## src/rtl/fft_pkg.sv

```systemverilog
// Shared FFT stream types and constants: sample layout, bin/magnitude widths,
// and a signed-square helper used by the magnitude stages.
package fft_pkg;

    localparam int N_BINS = 4096;
    localparam int DATA_W = 16;
    localparam int HALF_W = DATA_W / 2;
    localparam int BIN_W  = $clog2(N_BINS);
    localparam int MAG_W  = DATA_W;

    typedef logic [BIN_W-1:0] bin_t;

    typedef struct packed {
        logic signed [HALF_W-1:0] im;
        logic signed [HALF_W-1:0] re;
    } fft_sample_t;

    // The square of a signed half-word never exceeds 2^(2*HALF_W-2), so one bit is dropped.
    function automatic logic [2*HALF_W-2:0] sq_signed(input logic signed [HALF_W-1:0] x);
        logic signed [2*HALF_W-1:0] p;
        p = x * x;
        return p[2*HALF_W-2:0];
    endfunction

endpackage

```

## src/rtl/fft_peak_detector_if.sv

```systemverilog
// AXI-stream style beat interface carrying FFT bins from the FFT wrapper.
interface fft_peak_detector_if #(
    parameter int DATA_W = fft_pkg::DATA_W
);
    logic [DATA_W-1:0] tdata;
    logic              tvalid;
    logic              tlast;
    logic              tready;

    modport master (output tdata, output tvalid, output tlast, input  tready);
    modport slave  (input  tdata, input  tvalid, input  tlast, output tready);
endinterface

```

## src/rtl/mag_sq.sv

```systemverilog
// One-stage registered squared magnitude re^2 + im^2 with a valid passthrough.
module mag_sq
    import fft_pkg::*;
(
    input  logic             clk_in,
    input  logic             rst_n_in,
    input  logic             valid_i,
    input  fft_sample_t      sample_i,
    output logic             valid_o,
    output logic [MAG_W-1:0] mag_o
);

    logic             valid_q;
    logic [MAG_W-1:0] mag_q;

    // Register the sum; the magnitude only moves on valid beats so it holds across gaps.
    always_ff @(posedge clk_in or negedge rst_n_in) begin
        if (!rst_n_in) begin
            valid_q <= 1'b0;
            mag_q   <= {MAG_W{1'b0}};
        end else begin
            valid_q <= valid_i;
            if (valid_i) begin
                mag_q <= {1'b0, sq_signed(sample_i.re)} + {1'b0, sq_signed(sample_i.im)};
            end else begin
                mag_q <= mag_q;
            end
        end
    end

    assign valid_o = valid_q;
    assign mag_o   = mag_q;

endmodule

```

## src/rtl/fft_peak_detector.sv

```systemverilog
// Per-frame peak search over the lower half-spectrum of an FFT output stream,
// with framing checks and a threshold-qualified note-present flag.
module fft_peak_detector
    import fft_pkg::*;
#(
    parameter int N_BINS  = fft_pkg::N_BINS,
    parameter int DATA_W  = fft_pkg::DATA_W,
    parameter int MIN_BIN = 1
) (
    input  logic                        clk_in,
    input  logic                        rst_n_in,
    fft_peak_detector_if.slave          s_axis,
    input  logic [DATA_W-1:0]           threshold,
    output logic [$clog2(N_BINS)-1:0]   peak_bin,
    output logic [DATA_W-1:0]           peak_mag,
    output logic                        note_present,
    output logic                        peak_valid,
    output logic                        frame_err
);

    localparam int BW = $clog2(N_BINS);
    localparam int MW = DATA_W;

    logic          tready_q;
    logic [BW-1:0] cnt_q, cnt_d;
    logic          accept_s, at_end_s, err_s, elig_s;
    fft_sample_t   sample_s;

    logic          s1_valid_s;
    logic [MW-1:0] s1_mag_s;
    logic [BW-1:0] s1_bin_q;
    logic          s1_first_q, s1_last_q, s1_elig_q, s1_err_q;

    logic [MW-1:0] max_mag_q, max_mag_d, base_mag_s, new_mag_s;
    logic [BW-1:0] max_bin_q, max_bin_d, base_bin_s, new_bin_s;
    logic [BW-1:0] peak_bin_q, peak_bin_d;
    logic [MW-1:0] peak_mag_q, peak_mag_d;
    logic          note_q, note_d, pvalid_q, pvalid_d, ferr_q, ferr_d;

    assign accept_s      = s_axis.tvalid && tready_q;
    assign sample_s      = s_axis.tdata;
    assign s_axis.tready = tready_q;

    // Beat classification and bin counter; tlast and the final bin must coincide.
    always_comb begin
        at_end_s = (cnt_q == BW'(N_BINS - 1));
        err_s    = s_axis.tlast ^ at_end_s;
        elig_s   = (cnt_q >= BW'(MIN_BIN)) && (cnt_q < BW'(N_BINS / 2));
        cnt_d    = cnt_q;
        if (accept_s) begin
            cnt_d = (s_axis.tlast || at_end_s) ? {BW{1'b0}} : cnt_q + BW'(1);
        end else begin
            cnt_d = cnt_q;
        end
    end

    // Ready comes up on the first edge after reset and stays up; counter advances on accepts.
    always_ff @(posedge clk_in or negedge rst_n_in) begin
        if (!rst_n_in) begin
            tready_q <= 1'b0;
            cnt_q    <= {BW{1'b0}};
        end else begin
            tready_q <= 1'b1;
            cnt_q    <= cnt_d;
        end
    end

    mag_sq u_mag_sq (
        .clk_in   (clk_in),
        .rst_n_in (rst_n_in),
        .valid_i  (accept_s),
        .sample_i (sample_s),
        .valid_o  (s1_valid_s),
        .mag_o    (s1_mag_s)
    );

    // Stage-1 sideband flags travel alongside the registered magnitude.
    always_ff @(posedge clk_in or negedge rst_n_in) begin
        if (!rst_n_in) begin
            s1_bin_q   <= {BW{1'b0}};
            s1_first_q <= 1'b0;
            s1_last_q  <= 1'b0;
            s1_elig_q  <= 1'b0;
            s1_err_q   <= 1'b0;
        end else if (accept_s) begin
            s1_bin_q   <= cnt_q;
            s1_first_q <= (cnt_q == {BW{1'b0}});
            s1_last_q  <= s_axis.tlast && at_end_s;
            s1_elig_q  <= elig_s;
            s1_err_q   <= err_s;
        end else begin
            s1_bin_q   <= s1_bin_q;
            s1_first_q <= s1_first_q;
            s1_last_q  <= s1_last_q;
            s1_elig_q  <= s1_elig_q;
            s1_err_q   <= s1_err_q;
        end
    end

    // Stage 2: the first flag reseeds the max so back-to-back frames need no idle cycle.
    always_comb begin
        base_mag_s = s1_first_q ? {MW{1'b0}} : max_mag_q;
        base_bin_s = s1_first_q ? BW'(MIN_BIN) : max_bin_q;
        if (s1_elig_q && (s1_mag_s > base_mag_s)) begin
            new_mag_s = s1_mag_s;
            new_bin_s = s1_bin_q;
        end else begin
            new_mag_s = base_mag_s;
            new_bin_s = base_bin_s;
        end

        max_mag_d  = max_mag_q;
        max_bin_d  = max_bin_q;
        peak_bin_d = peak_bin_q;
        peak_mag_d = peak_mag_q;
        note_d     = note_q;
        pvalid_d   = 1'b0;
        ferr_d     = 1'b0;
        if (s1_valid_s) begin
            max_mag_d = new_mag_s;
            max_bin_d = new_bin_s;
            if (s1_last_q) begin
                peak_bin_d = new_bin_s;
                peak_mag_d = new_mag_s;
                note_d     = (new_mag_s > threshold);
                pvalid_d   = 1'b1;
            end else if (s1_err_q) begin
                ferr_d = 1'b1;
            end else begin
                pvalid_d = 1'b0;
            end
        end else begin
            max_mag_d = max_mag_q;
        end
    end

    // Running max and result registers.
    always_ff @(posedge clk_in or negedge rst_n_in) begin
        if (!rst_n_in) begin
            max_mag_q  <= {MW{1'b0}};
            max_bin_q  <= {BW{1'b0}};
            peak_bin_q <= {BW{1'b0}};
            peak_mag_q <= {MW{1'b0}};
            note_q     <= 1'b0;
            pvalid_q   <= 1'b0;
            ferr_q     <= 1'b0;
        end else begin
            max_mag_q  <= max_mag_d;
            max_bin_q  <= max_bin_d;
            peak_bin_q <= peak_bin_d;
            peak_mag_q <= peak_mag_d;
            note_q     <= note_d;
            pvalid_q   <= pvalid_d;
            ferr_q     <= ferr_d;
        end
    end

    assign peak_bin     = peak_bin_q;
    assign peak_mag     = peak_mag_q;
    assign note_present = note_q;
    assign peak_valid   = pvalid_q;
    assign frame_err    = ferr_q;

endmodule
```

## src/flat_wrapper.sv

```systemverilog
// flat-port wrapper written by rule: the top's interface ports become plain ports
module fft_peak_detector_flat import fft_pkg::*;
#(
    parameter int N_BINS  = fft_pkg::N_BINS,
    parameter int DATA_W  = fft_pkg::DATA_W,
    parameter int MIN_BIN = 1
)
  (clk_in, rst_n_in, threshold, peak_bin, peak_mag, note_present, peak_valid, frame_err, s_axis_tdata, s_axis_tvalid, s_axis_tlast, s_axis_tready);
  fft_peak_detector_if #(.DATA_W(DATA_W)) s_axis_i ();
  input  logic clk_in;
  input  logic rst_n_in;
  input  logic [DATA_W-1:0] threshold;
  output logic [$clog2(N_BINS)-1:0] peak_bin;
  output logic [DATA_W-1:0] peak_mag;
  output logic note_present;
  output logic peak_valid;
  output logic frame_err;
  input wire logic [$bits(s_axis_i.tdata)-1:0] s_axis_tdata;
  input wire logic [$bits(s_axis_i.tvalid)-1:0] s_axis_tvalid;
  input wire logic [$bits(s_axis_i.tlast)-1:0] s_axis_tlast;
  output wire logic [$bits(s_axis_i.tready)-1:0] s_axis_tready;
  assign s_axis_i.tdata = s_axis_tdata;
  assign s_axis_i.tvalid = s_axis_tvalid;
  assign s_axis_i.tlast = s_axis_tlast;
  assign s_axis_tready = s_axis_i.tready;
  fft_peak_detector #(.N_BINS(N_BINS), .DATA_W(DATA_W), .MIN_BIN(MIN_BIN)) u_core (.clk_in(clk_in), .rst_n_in(rst_n_in), .s_axis(s_axis_i), .threshold(threshold), .peak_bin(peak_bin), .peak_mag(peak_mag), .note_present(note_present), .peak_valid(peak_valid), .frame_err(frame_err));
endmodule
```

## config.mk

```make
export PLATFORM = sky130hd
export DESIGN_NAME = fft_peak_detector_flat
export DESIGN_NICKNAME = d
export VERILOG_FILES = /design/src/rtl/fft_pkg.sv /design/src/rtl/fft_peak_detector_if.sv /design/src/rtl/mag_sq.sv /design/src/rtl/fft_peak_detector.sv /design/src/flat_wrapper.sv
export SDC_FILE = /design/constraint.sdc
export NUM_CORES = 1
export LEC_CHECK = 0
export CAP_MARGIN = 10
export CELL_PAD_IN_SITES_DETAIL_PLACEMENT = 1
export CELL_PAD_IN_SITES_GLOBAL_PLACEMENT = 2
export CORE_MARGIN = 2
export CORE_UTILIZATION = 38
export DETAILED_ROUTE_END_ITERATION = 10
export PLACE_DENSITY = 0.88
export SYNTH_ARGS = -nofsm -noshare
export SYNTH_HDL_FRONTEND = slang
export SYNTH_SLANG_ARGS = --single-unit
```

## constraint.sdc

```tcl
create_clock -name clk_in -period 4.2 [get_ports clk_in]
set_input_delay 0.84 -clock clk_in [delete_from_list [all_inputs] [get_ports clk_in]]
set_output_delay 0.84 -clock clk_in [all_outputs]
set_load 0.005 [all_outputs]
```

==> flow_summary.toml, run 1 <==
[critical_path]
cp-start-kind = "input pin"
cp-end-kind = "flop"
cpMostUsedCell = "fa_1"
r2r_cells = 14
required_ns = 4.49
cp_max_fo = 6
slowest_delay_ns = 0.50
cp.arrival_ns = 5.69
path_class = "in2reg"
slowest_stage = "fa_1"

[logic_synthesis]
synthArstFlopShare_pct = 100
ys_seq_area_share_pct = 25.3
synth_top_area_share_pct = 25.3
synthDistinctLibCells = 61
synth_flop_cell = "dfrtp_1"
syn_area_per_cell_um2 = 8.90
yosysWarnings = 0
synth_top_area_cell = "dfrtp_1"
synthesis.area_um2 = 10400
synth_fp_nets = 1386
ys_ff_latch = 105
synthTopCellsByArea = "dfrtp_1 25%, fa_1 15%, ha_1 13%, inv_1 5.8%, nand2_1 5.4%"
syn-instance-count = 1169
synth-edff-count = 0

[timing]
fmax_mhz = 185
setup_ws_ns = -1.20
finalSetupViolCount = 9
setup_tns_ns = -8.18
worst_pin_slew_ns = 0.867
fin_crit_sh_pct = 129
rsz0062_at_grt = "yes"
period_minus_slack_ns = 5.40
finalMaxSlewViolations = 0
slew-limit-headroom_pct = 42.2
final-hold-violation-count = 0
fin_skew_ns = 0.00911

[routing]
wire_per_inst_um = 17.5
routed_via_density = 5.24
dr.pass1.iters = 4
drc_errors = 0
drt_iter0_markers = 391
num_vias = 8926
ant_nets = 0
wirelength_um = 29800

[finish]
area_growth_pct = 33.0
antenna_cells = 0
drive_above_1_share_pct = 29.0
final_nets = 1573
fillers = 3086

[floorplanning]
io_pins = 68
row_count = 60
core_area_um2 = 27000
dieArea_um2 = 28700
fp.dieW_um = 169
die_y_um = 169
initial_core_util_pct = 38.6

[place]
io_buffers = 67
gp_congestion = 0.841
dp_hpwl_um = 21000

[clocking]
clkSinkCount = 105
cts_max_level = 3
clk-insertion-delay-late_ns = 0.36
cts_buffers = 9
cts_tree = "built"
cts_buffer_depth = 2
postCtsHoldBufs = 0
path_clk_slew_ns = 0.08
clockRootBuffer = "clkbuf_16"

[run]
maxCapViolCount = 0

[run_status]
violations = "setup timing"
status = "complete, but fails checks"

[grt]
grt.total_usage_pct = 20.6
grt_pass1_vias = 9729
grt_pass1_wl_um = 48200
grt_max_degree = 67
gr-total-overflow = 0
grt_antenna_before_repair = 0

[worst_hold_path]
worst_hold_path_type = "reg2reg"
holdPathStages = 1
## synth_stat cells (3+ instances only)
| cell type | number |
|---|---|
| buf_4 | 3 |
| nor4b_1 | 3 |
| dfrtp_1 | 105 |
| nand2b_1 | 22 |
| nand3_1 | 41 |
| and2_1 | 30 |
| nor3_1 | 15 |
| ha_1 | 104 |
| nor3b_1 | 3 |
| and3_1 | 9 |
| a31o_2 | 9 |
| o21ai_1 | 8 |
| a21o_1 | 29 |
| o31ai_1 | 8 |
| nor2b_1 | 48 |
| a41oi_1 | 5 |
| a21oi_1 | 26 |
| fa_1 | 77 |
| o211ai_1 | 3 |
| xnor2_1 | 46 |
| a211oi_1 | 7 |
| o21bai_1 | 4 |
| xor2_1 | 8 |
| o21ai_0 | 39 |
| a31oi_1 | 28 |
| nor2_1 | 63 |
| nand3b_1 | 3 |
| buf_6 | 6 |
| o21a_1 | 3 |
| a211o_1 | 3 |
| clkbuf_1 | 34 |
| buf_2 | 6 |
| a41oi_2 | 20 |
| nand2_1 | 150 |
| nand4_1 | 5 |
| inv_1 | 161 |
| o41ai_1 | 3 |
## registers in the layout, summed over array words and instances (netlist names)
signal                   cells
u_core.s1_bin_q             12
u_core.u_mag_sq.valid_o      1
u_core.note_present          1
u_core.s1_elig_q             1
u_core.peak_valid            1
u_core.max_mag_q            16
u_core.cnt_q                12
u_core.frame_err             1
u_core.peak_mag             16
u_core.u_mag_sq.mag_o       16
u_core.s1_first_q            1
u_core.max_bin_q            12
u_core.peak_bin             12
u_core.s_axis.tready         1
u_core.s1_last_q             1
u_core.s1_err_q              1
## cell usage in the layout, fill, tap and decap left out, types with 20 or more instances in the layout
cell / instances
clkdlybuf4s50_1: 50
buf_4: 148
nand2b_1: 20
xnor2_1: 33
a41oi_2: 20
inv_2: 24
ha_1: 69
o21ai_0: 29
nor2_1: 52
a21o_1: 29
nor2b_1: 43
fa_1: 73
inv_1: 135
nand3_1: 41
a31oi_1: 27
dfrtp_1: 103
ha_4: 28
nand2_1: 139
## final timing paths
check | from | endpoint | slack, ns
max | s_axis_tdata[15] | u_core.u_mag_sq.mag_o[14] | -1.20
min in group asynchronous | rst_n_in | u_core.peak_bin[8] | 0.58
min reg2reg | u_core.s1_last_q | u_core.frame_err | 0.50
max in group asynchronous | rst_n_in | u_core.peak_mag[14] | 2.77
min | u_core.s1_last_q | u_core.frame_err | 0.50
max reg2reg | u_core.s1_first_q | u_core.note_present | 0.31
## cells by family (layout without fill, tap and decap cells)
kind of cell,after synthesis,in the layout,share of synthesized area (%)
AOI/OAI and AO/OA,213,213,15.7
adders and majority gates,181,181,27.3
muxes,2,2,0.216
other,1,1,0.0360
and+or+nand+nor,400,400,18.6
xor gates and xnor gates,54,54,4.55
DFF,105,105,25.3
buffers and inverters,213,405,8.30
## through the flow
| stage | worst slack [ns] | cells | instance area, um2 | hold slack [ns] | util (%) |
|---|---|---|---|---|---|
| after floorplan | -1.14 | 1169 | 10800 | 0.421 | - |
| after global placement | -1.88 | 1658 | 12500 | 0.466 | 46.6 |
| after detailed placement | -2.07 | 1658 | 12500 | 0.487 | 46.6 |
| after CTS | -1.07 | 1696 | 13500 | 0.504 | 50.1 |
| after global routing | -1.40 | 1702 | 13800 | 0.510 | 51.4 |
| final | -1.20 | 1702 | 13800 | 0.501 | 51.4 |
## routing by layer
metal,up-vias,routed length [um],track usage [%]
li1,4271,-,-
met1,4456,13200,26.8
met2,144,15200,36.7
met3,55,559,1.77
met4,0,822,6.28
met5,-,0,0
## layout make-up
| type | instances | area, um2 | share of cell area, % |
|---|---|---|---|
| multi-input cells | 851 | 7940 | 57.3 |
| well taps | 341 | 427 | 3.08 |
| flip-flops and latches | 105 | 2630 | 19.0 |
| inverters | 162 | 616 | 4.45 |
| clock buffers | 9 | 225 | 1.63 |
| repair buffers | 227 | 1940 | 14.0 |
| clock inverters | 7 | 67.6 | 0.488 |
## critical path: cells and delay by family
family	cells	cell delay (ns)
buf+inv	8	0.76
compound gates	4	0.95
xor+xnor	2	0.21
simple gates	5	0.59
fa+ha+maj	6	2.30
## what timing repair did
| item | CTS | global route |
|---|---|---|
| buffers inserted | 21 | 6 |
| pin swaps | 54 | 50 |
| resized for setup | 172 | 83 |
| endpoints found under the setup margin | 11 | 12 |
| cloned | 2 | 0 |
Power of run 1 is left out: the tool's default activity adds up to more than one toggle a clock period on the data nets, which glitch-free logic cannot reach.
==> inputs of run 2 (changes only) <==
--- a/config.mk
+++ b/config.mk
@@ -6,7 +6,7 @@
 export NUM_CORES = 1
 export LEC_CHECK = 0
 export CAP_MARGIN = 10
-export CELL_PAD_IN_SITES_DETAIL_PLACEMENT = 1
+export CELL_PAD_IN_SITES_DETAIL_PLACEMENT = 2
 export CELL_PAD_IN_SITES_GLOBAL_PLACEMENT = 2
 export CORE_MARGIN = 2
 export CORE_UTILIZATION = 38
==> run 2 against run 1 <==
Net effect: the flow still finishes with violations (setup timing); hold slack got worse by 0.0014 ns; routed wire length increased by 99%; register-to-register slack got worse by 0.38 ns; via count increased by 21%; utilization increased by 2.0 points; first-iteration DRC count increased by 130%; die area unchanged; clock skew increased by 0.016 ns; largest cell class unchanged.
==> flow_summary.toml, run 2 (same netlist as run 1, synthesis figures left out) <==
[run_status]
status = "complete, but fails checks"
violations = "setup timing"

[timing]
period_minus_slack_ns = 6.11
finalMaxSlewViolations = 0
slew-limit-headroom_pct = 37.3
finalSetupViolCount = 12
fmax_mhz = 164
rsz0062_at_grt = "yes"
fin_crit_sh_pct = 146
fin_skew_ns = 0.0248
setup_ws_ns = -1.91
worst_pin_slew_ns = 0.940
final-hold-violation-count = 0

[place]
pre_cts_slack_ns = -2.47
io_buffers = 67
gp_congestion = 0.841
dp_hpwl_um = 29400

[critical_path]
r2r_cells = 15
ff2ff_setup_slack_ns = -0.07
crit_end = "u_core.u_mag_sq.mag_o[14]"
cp_max_fo = 7
cp.arrival_ns = 6.42
r2r-start = "u_core.s1_first_q"
cp-start-kind = "input pin"
r2r_end = "u_core.note_present"
crit_path_start = "s_axis_tdata[1]"
cp-end-kind = "flop"
path_class = "in2reg"
required_ns = 4.51

[clocking]
clkSinkCount = 105
cts_max_level = 3
clk-insertion-delay-late_ns = 0.39
clockRootBuffer = "clkbuf_16"
path_clk_slew_ns = 0.09
cts_buffers = 9
cts_buffer_depth = 2
cts_tree = "built"

[floorplanning]
core_area_um2 = 27000
fp.dieW_um = 169
io_pins = 68
die_y_um = 169
dieArea_um2 = 28700
initial_core_util_pct = 38.6
row_count = 60

[routing]
drc_errors = 0
drt_iter0_markers = 907
ant_nets = 0
routed_via_density = 6.27
wirelength_um = 59400
wire_per_inst_um = 34.6
num_vias = 10774
dr.pass1.iters = 5

[worst_hold_path]
worst_hold_path_type = "reg2reg"

[grt]
grt_pass1_wl_um = 75700
gr-total-overflow = 0
grt_pass1_vias = 11936
grt_antenna_before_repair = 0
grt_max_degree = 67
grt.total_usage_pct = 35.6

[finish]
final_cell_mix = "152 x buf_4, 139 x nand2_1, 130 x inv_1"
drive_above_1_share_pct = 32.3
final_nets = 1588
antenna_cells = 0
final_common_cell = "buf_4"
area_growth_pct = 38.1

[run]
maxCapViolCount = 0
## run 2: cell type report
| type | instances | area, um2 |
|---|---|---|
| clock buffers | 9 | 225 |
| fillers | 2656 | 12600 |
| inverters | 162 | 616 |
| clock inverters | 7 | 73.8 |
| flip-flops and latches | 105 | 2630 |
| multi-input cells | 851 | 8300 |
| well taps | 341 | 427 |
| repair buffers | 242 | 2100 |
## run 2: metrics by stage
| step | setup TNS [ns] | area [um2] | util [%] | std cells | hold WS [ns] |
|---|---|---|---|---|---|
| 2_1_floorplan | -6.09 | 10800 | - | 1169 | 0.421 |
| 3_3_place_gp | -15.61 | 12500 | 46.6 | 1658 | 0.466 |
| 3_5_place_dp | -20.12 | 12500 | 46.6 | 1658 | 0.482 |
| 4_1_cts | -10.18 | 13500 | 50.2 | 1700 | 0.498 |
| 5_1_grt | -15.57 | 14400 | 53.3 | 1717 | 0.513 |
| 6_report | -15.18 | 14400 | 53.3 | 1717 | 0.500 |
## run 2: worst max-delay path: stages
cell       delay (ns)
buf_4            0.16
and2_4           0.18
ha_4             0.27
inv_1            0.06
fa_1             0.54
fa_1             0.53
fa_1             0.74
inv_2            0.09
ha_4             0.24
a21o_4           0.24
a211oi_4         0.34
nor2_4           0.11
buf_6            0.14
buf_6            0.10
buf_6            0.11
nor2_4           0.17
xnor2_4          0.15
ha_4             0.33
and3_4           0.23
nand2_2          0.06
o21a_1           0.24
a2111oi_2        0.34
nand3b_1         0.18
## run 2: worst min-delay path by stage
stage                                   from                  to  depth (start not counted)
final                     u_core.peak_bin[0]  u_core.peak_bin[0]                          2
after global placement    u_core.peak_bin[0]  u_core.peak_bin[0]                          2
after detailed placement  u_core.peak_bin[0]  u_core.peak_bin[0]                          2
after global routing      u_core.peak_bin[0]  u_core.peak_bin[0]                          2
after CTS                 u_core.peak_bin[0]  u_core.peak_bin[0]                          2
after floorplan             u_core.s1_last_q    u_core.frame_err                          1
## run 2: metal layers
layer  track usage, %  routed length [um]  vias to the layer above  part of all wire (%)
met5                0                   0                        -                     0
met4             24.6                5670                        0                   9.5
met3             5.43                3560                      321                   6.0
met2             65.0               29400                      647                    50
met1             37.5               20800                     5525                    35
li1                 -                   -                     4281                     -
## run 2: repair_timing
action,in CTS,in global routing
buffers inserted,24,21
hold buffers,0,0
resized for setup,172,151
cloned,2,0
pin swaps,54,83
setup endpoints to repair,12,12
Power of run 2 is left out for the same reason.
==> inputs of run 3 (changes only) <==
--- a/config.mk
+++ b/config.mk
@@ -5,13 +5,15 @@
 export SDC_FILE = /design/constraint.sdc
 export NUM_CORES = 1
 export LEC_CHECK = 0
+export ABC_AREA = 1
 export CAP_MARGIN = 10
 export CELL_PAD_IN_SITES_DETAIL_PLACEMENT = 2
 export CELL_PAD_IN_SITES_GLOBAL_PLACEMENT = 2
 export CORE_MARGIN = 2
-export CORE_UTILIZATION = 38
+export CORE_UTILIZATION = 36
 export DETAILED_ROUTE_END_ITERATION = 10
-export PLACE_DENSITY = 0.88
+export PLACE_DENSITY = 0.89
+export REMOVE_ABC_BUFFERS = 1
 export SYNTH_ARGS = -nofsm -noshare
 export SYNTH_HDL_FRONTEND = slang
 export SYNTH_SLANG_ARGS = --single-unit
==> run 3 against run 2 <==
Net effect: the flow still finishes with violations (setup timing); critical endpoint is now u_core.u_mag_sq.mag_o[10]; non-clock buffer count rose by 12; register-to-register slack gained 0.17 ns; sequential share of layout area shrank 0.14 points; first-iteration DRC count shrank 22%; utilization decreased by 2.6 points; worst setup slack better by 0.36 ns; final cell count up 15%; clock skew is 0.0023 ns lower; via count up 3.5%; synthesized area about the same.
==> flow_summary.toml, run 3 <==
[logic_synthesis]
syn-instance-count = 1369
yosysMostFrequentCell = "nand2_1"
syn_area_per_cell_um2 = 7.59
synthArstFlopShare_pct = 100
synth-edff-count = 0
synth_top_area_share_pct = 25.3
synth_flop_cell = "dfrtp_1"
ys_ff_latch = 105
synthDistinctLibCells = 38
synthesis.area_um2 = 10400
yosysWarnings = 0
synth_top_area_cell = "dfrtp_1"
ys_seq_area_share_pct = 25.3
yosys-top-cells-count = "373 x nand2_1, 281 x inv_1, 105 x dfrtp_1"
synthTopCellsByArea = "dfrtp_1 25%, fa_1 15%, nand2_1 13%, ha_1 13%, inv_1 10%"

[floorplanning]
fp.dieW_um = 174
initial_core_util_pct = 36.4
core_area_um2 = 28500
io_pins = 68
dieArea_um2 = 30200
row_count = 62
die_y_um = 174

[grt]
grt_antenna_before_repair = 0
grt_pass1_wl_um = 75400
gr-total-overflow = 0
grt.total_usage_pct = 32.5
grt_pass1_vias = 12769
grt_max_degree = 70

[critical_path]
r2r-start = "u_core.s1_first_q"
required_ns = 4.39
crit_path_start = "s_axis_tdata[1]"
r2r_end = "u_core.note_present"
path_class = "in2reg"
cp_max_fo = 6
cp-end-kind = "flop"
r2r_cells = 20
cp-start-kind = "input pin"
ff2ff_setup_slack_ns = 0.10
cp.arrival_ns = 5.95

[clocking]
cts_max_level = 3
clockRootBuffer = "clkbuf_16"
path_clk_slew_ns = 0.09
clk-insertion-delay-late_ns = 0.38
cts_buffer_depth = 2
clkSinkCount = 105
cts_buffers = 9
cts_tree = "built"

[finish]
drive_above_1_share_pct = 30.1
seq_area_um2 = 2630
antenna_cells = 0
final_common_cell = "nand2_1"
final_cell_mix = "324 x nand2_1, 230 x inv_1, 168 x buf_4"
fillers = 3142
final_nets = 1806
area_growth_pct = 39.2
multi_input_area_um2 = 7760

[worst_hold_path]
min_from = "u_core.peak_bin[5]"
holdPathStages = 2
hold_path_end = "u_core.peak_bin[5]"
worst_hold_path_type = "reg2reg"

[place]
pre_cts_slack_ns = -2.51
dp_hpwl_um = 29200
io_buffers = 67
gp_congestion = 0.876

[timing]
fin_skew_ns = 0.0225
finalMaxSlewViolations = 0
rsz0062_at_grt = "yes"
finalSetupViolCount = 10
setup_ws_ns = -1.56
fmax_mhz = 174
final-hold-violation-count = 0
fin_crit_sh_pct = 137
worst_pin_slew_ns = 1.24
slew-limit-headroom_pct = 17.3
period_minus_slack_ns = 5.76
setup_tns_ns = -12.67

[routing]
dr.pass1.iters = 5
routed_via_density = 5.64
wire_per_inst_um = 29.8
drc_errors = 0
drt_iter0_markers = 704
ant_nets = 0
num_vias = 11151
wirelength_um = 59000

[run_status]
status = "complete, but fails checks"
violations = "setup timing"

[run]
maxCapViolCount = 0
run 3: cell types whose count changed after synthesis, sizes merged, moves of 12 or more:
cell | previous run | this run
inv | 161 | 282
nor2b | 48 | 0
and2 | 30 | 15
a41oi | 25 | 0
nand3 | 41 | 116
nand2b | 22 | 0
xnor2 | 46 | 18
a31oi | 28 | 7
xor2 | 8 | 29
nand2 | 150 | 375
a21o | 29 | 1
a21oi | 28 | 40
run 3: through the flow:
step           cell area (um2)  hold slack [ns]  instances  utilization, %
6_report                 14500            0.484       1978            50.7
5_1_grt                  14500            0.516       1978            50.7
4_1_cts                  13800            0.488       1957            48.2
3_5_place_dp             12300            0.465       1908            43.2
3_3_place_gp             12300            0.461       1908            43.2
2_1_floorplan            10200            0.422       1324               -
run 3: worst max-delay path by stage:
stage                                endpoint  depth (start not counted)
finish              u_core.u_mag_sq.mag_o[10]                         27
global route        u_core.u_mag_sq.mag_o[12]                         29
CTS                 u_core.u_mag_sq.mag_o[14]                         26
detailed placement  u_core.u_mag_sq.mag_o[14]                         27
global placement    u_core.u_mag_sq.mag_o[14]                         23
floorplan           u_core.u_mag_sq.mag_o[14]                         24
run 3: layer usage:
metal	share of wire, %	vias to the layer above	global-route usage (%)
li1	-	4618	-
met1	36	5766	33.2
met2	52	479	64.1
met3	4.0	288	3.26
met4	8.1	0	18.0
met5	0	-	0
run 3: what timing repair did:
item | in CTS | in global routing
buffers inserted | 33 | 21
pin swaps | 115 | 84
resized for setup | 301 | 129
cloned | 1 | 0
hold buffers | 0 | 0
setup endpoints to repair | 12 | 12
run 3: layout make-up:
cell class                 count  area share, %
multi-input combinational    935           53.6
sequential                   105           18.2
timing repair buffer         254           15.3
inverter                     284           7.45
tap                          384           3.32
clock buffer                   9           1.56
clock inverter                 7          0.588
run 3: cells by family after synthesis:
group           count (synthesis)  synth area share, %
compound gates                115                 6.11
fa+ha+maj                     181                 27.3
buf+inv                       329                 12.4
other cells                     1               0.0361
simple gates                  591                 24.8
xor+xnor                       47                 3.96
flops                         105                 25.3
run 3: worst max-delay path, cell delays in order:
cell and delay, ns:
buf_6 0.09, buf_8 0.13, buf_4 0.15, nand2_1 0.09, inv_2 0.07, ha_4 0.30
inv_1 0.07, fa_1 0.50, fa_2 0.48, fa_1 0.66, inv_2 0.09, ha_4 0.27
nand2_2 0.10, nand2_2 0.10, nand3_2 0.09, nand2_2 0.07, a21oi_2 0.17, buf_4 0.19
xnor2_4 0.16, ha_4 0.27, a21oi_4 0.16, o21ai_2 0.09, inv_1 0.07, nand2_1 0.10
or2_2 0.30, nand3_1 0.10, o21ai_0 0.21
Power of run 3 is left out for the same reason.
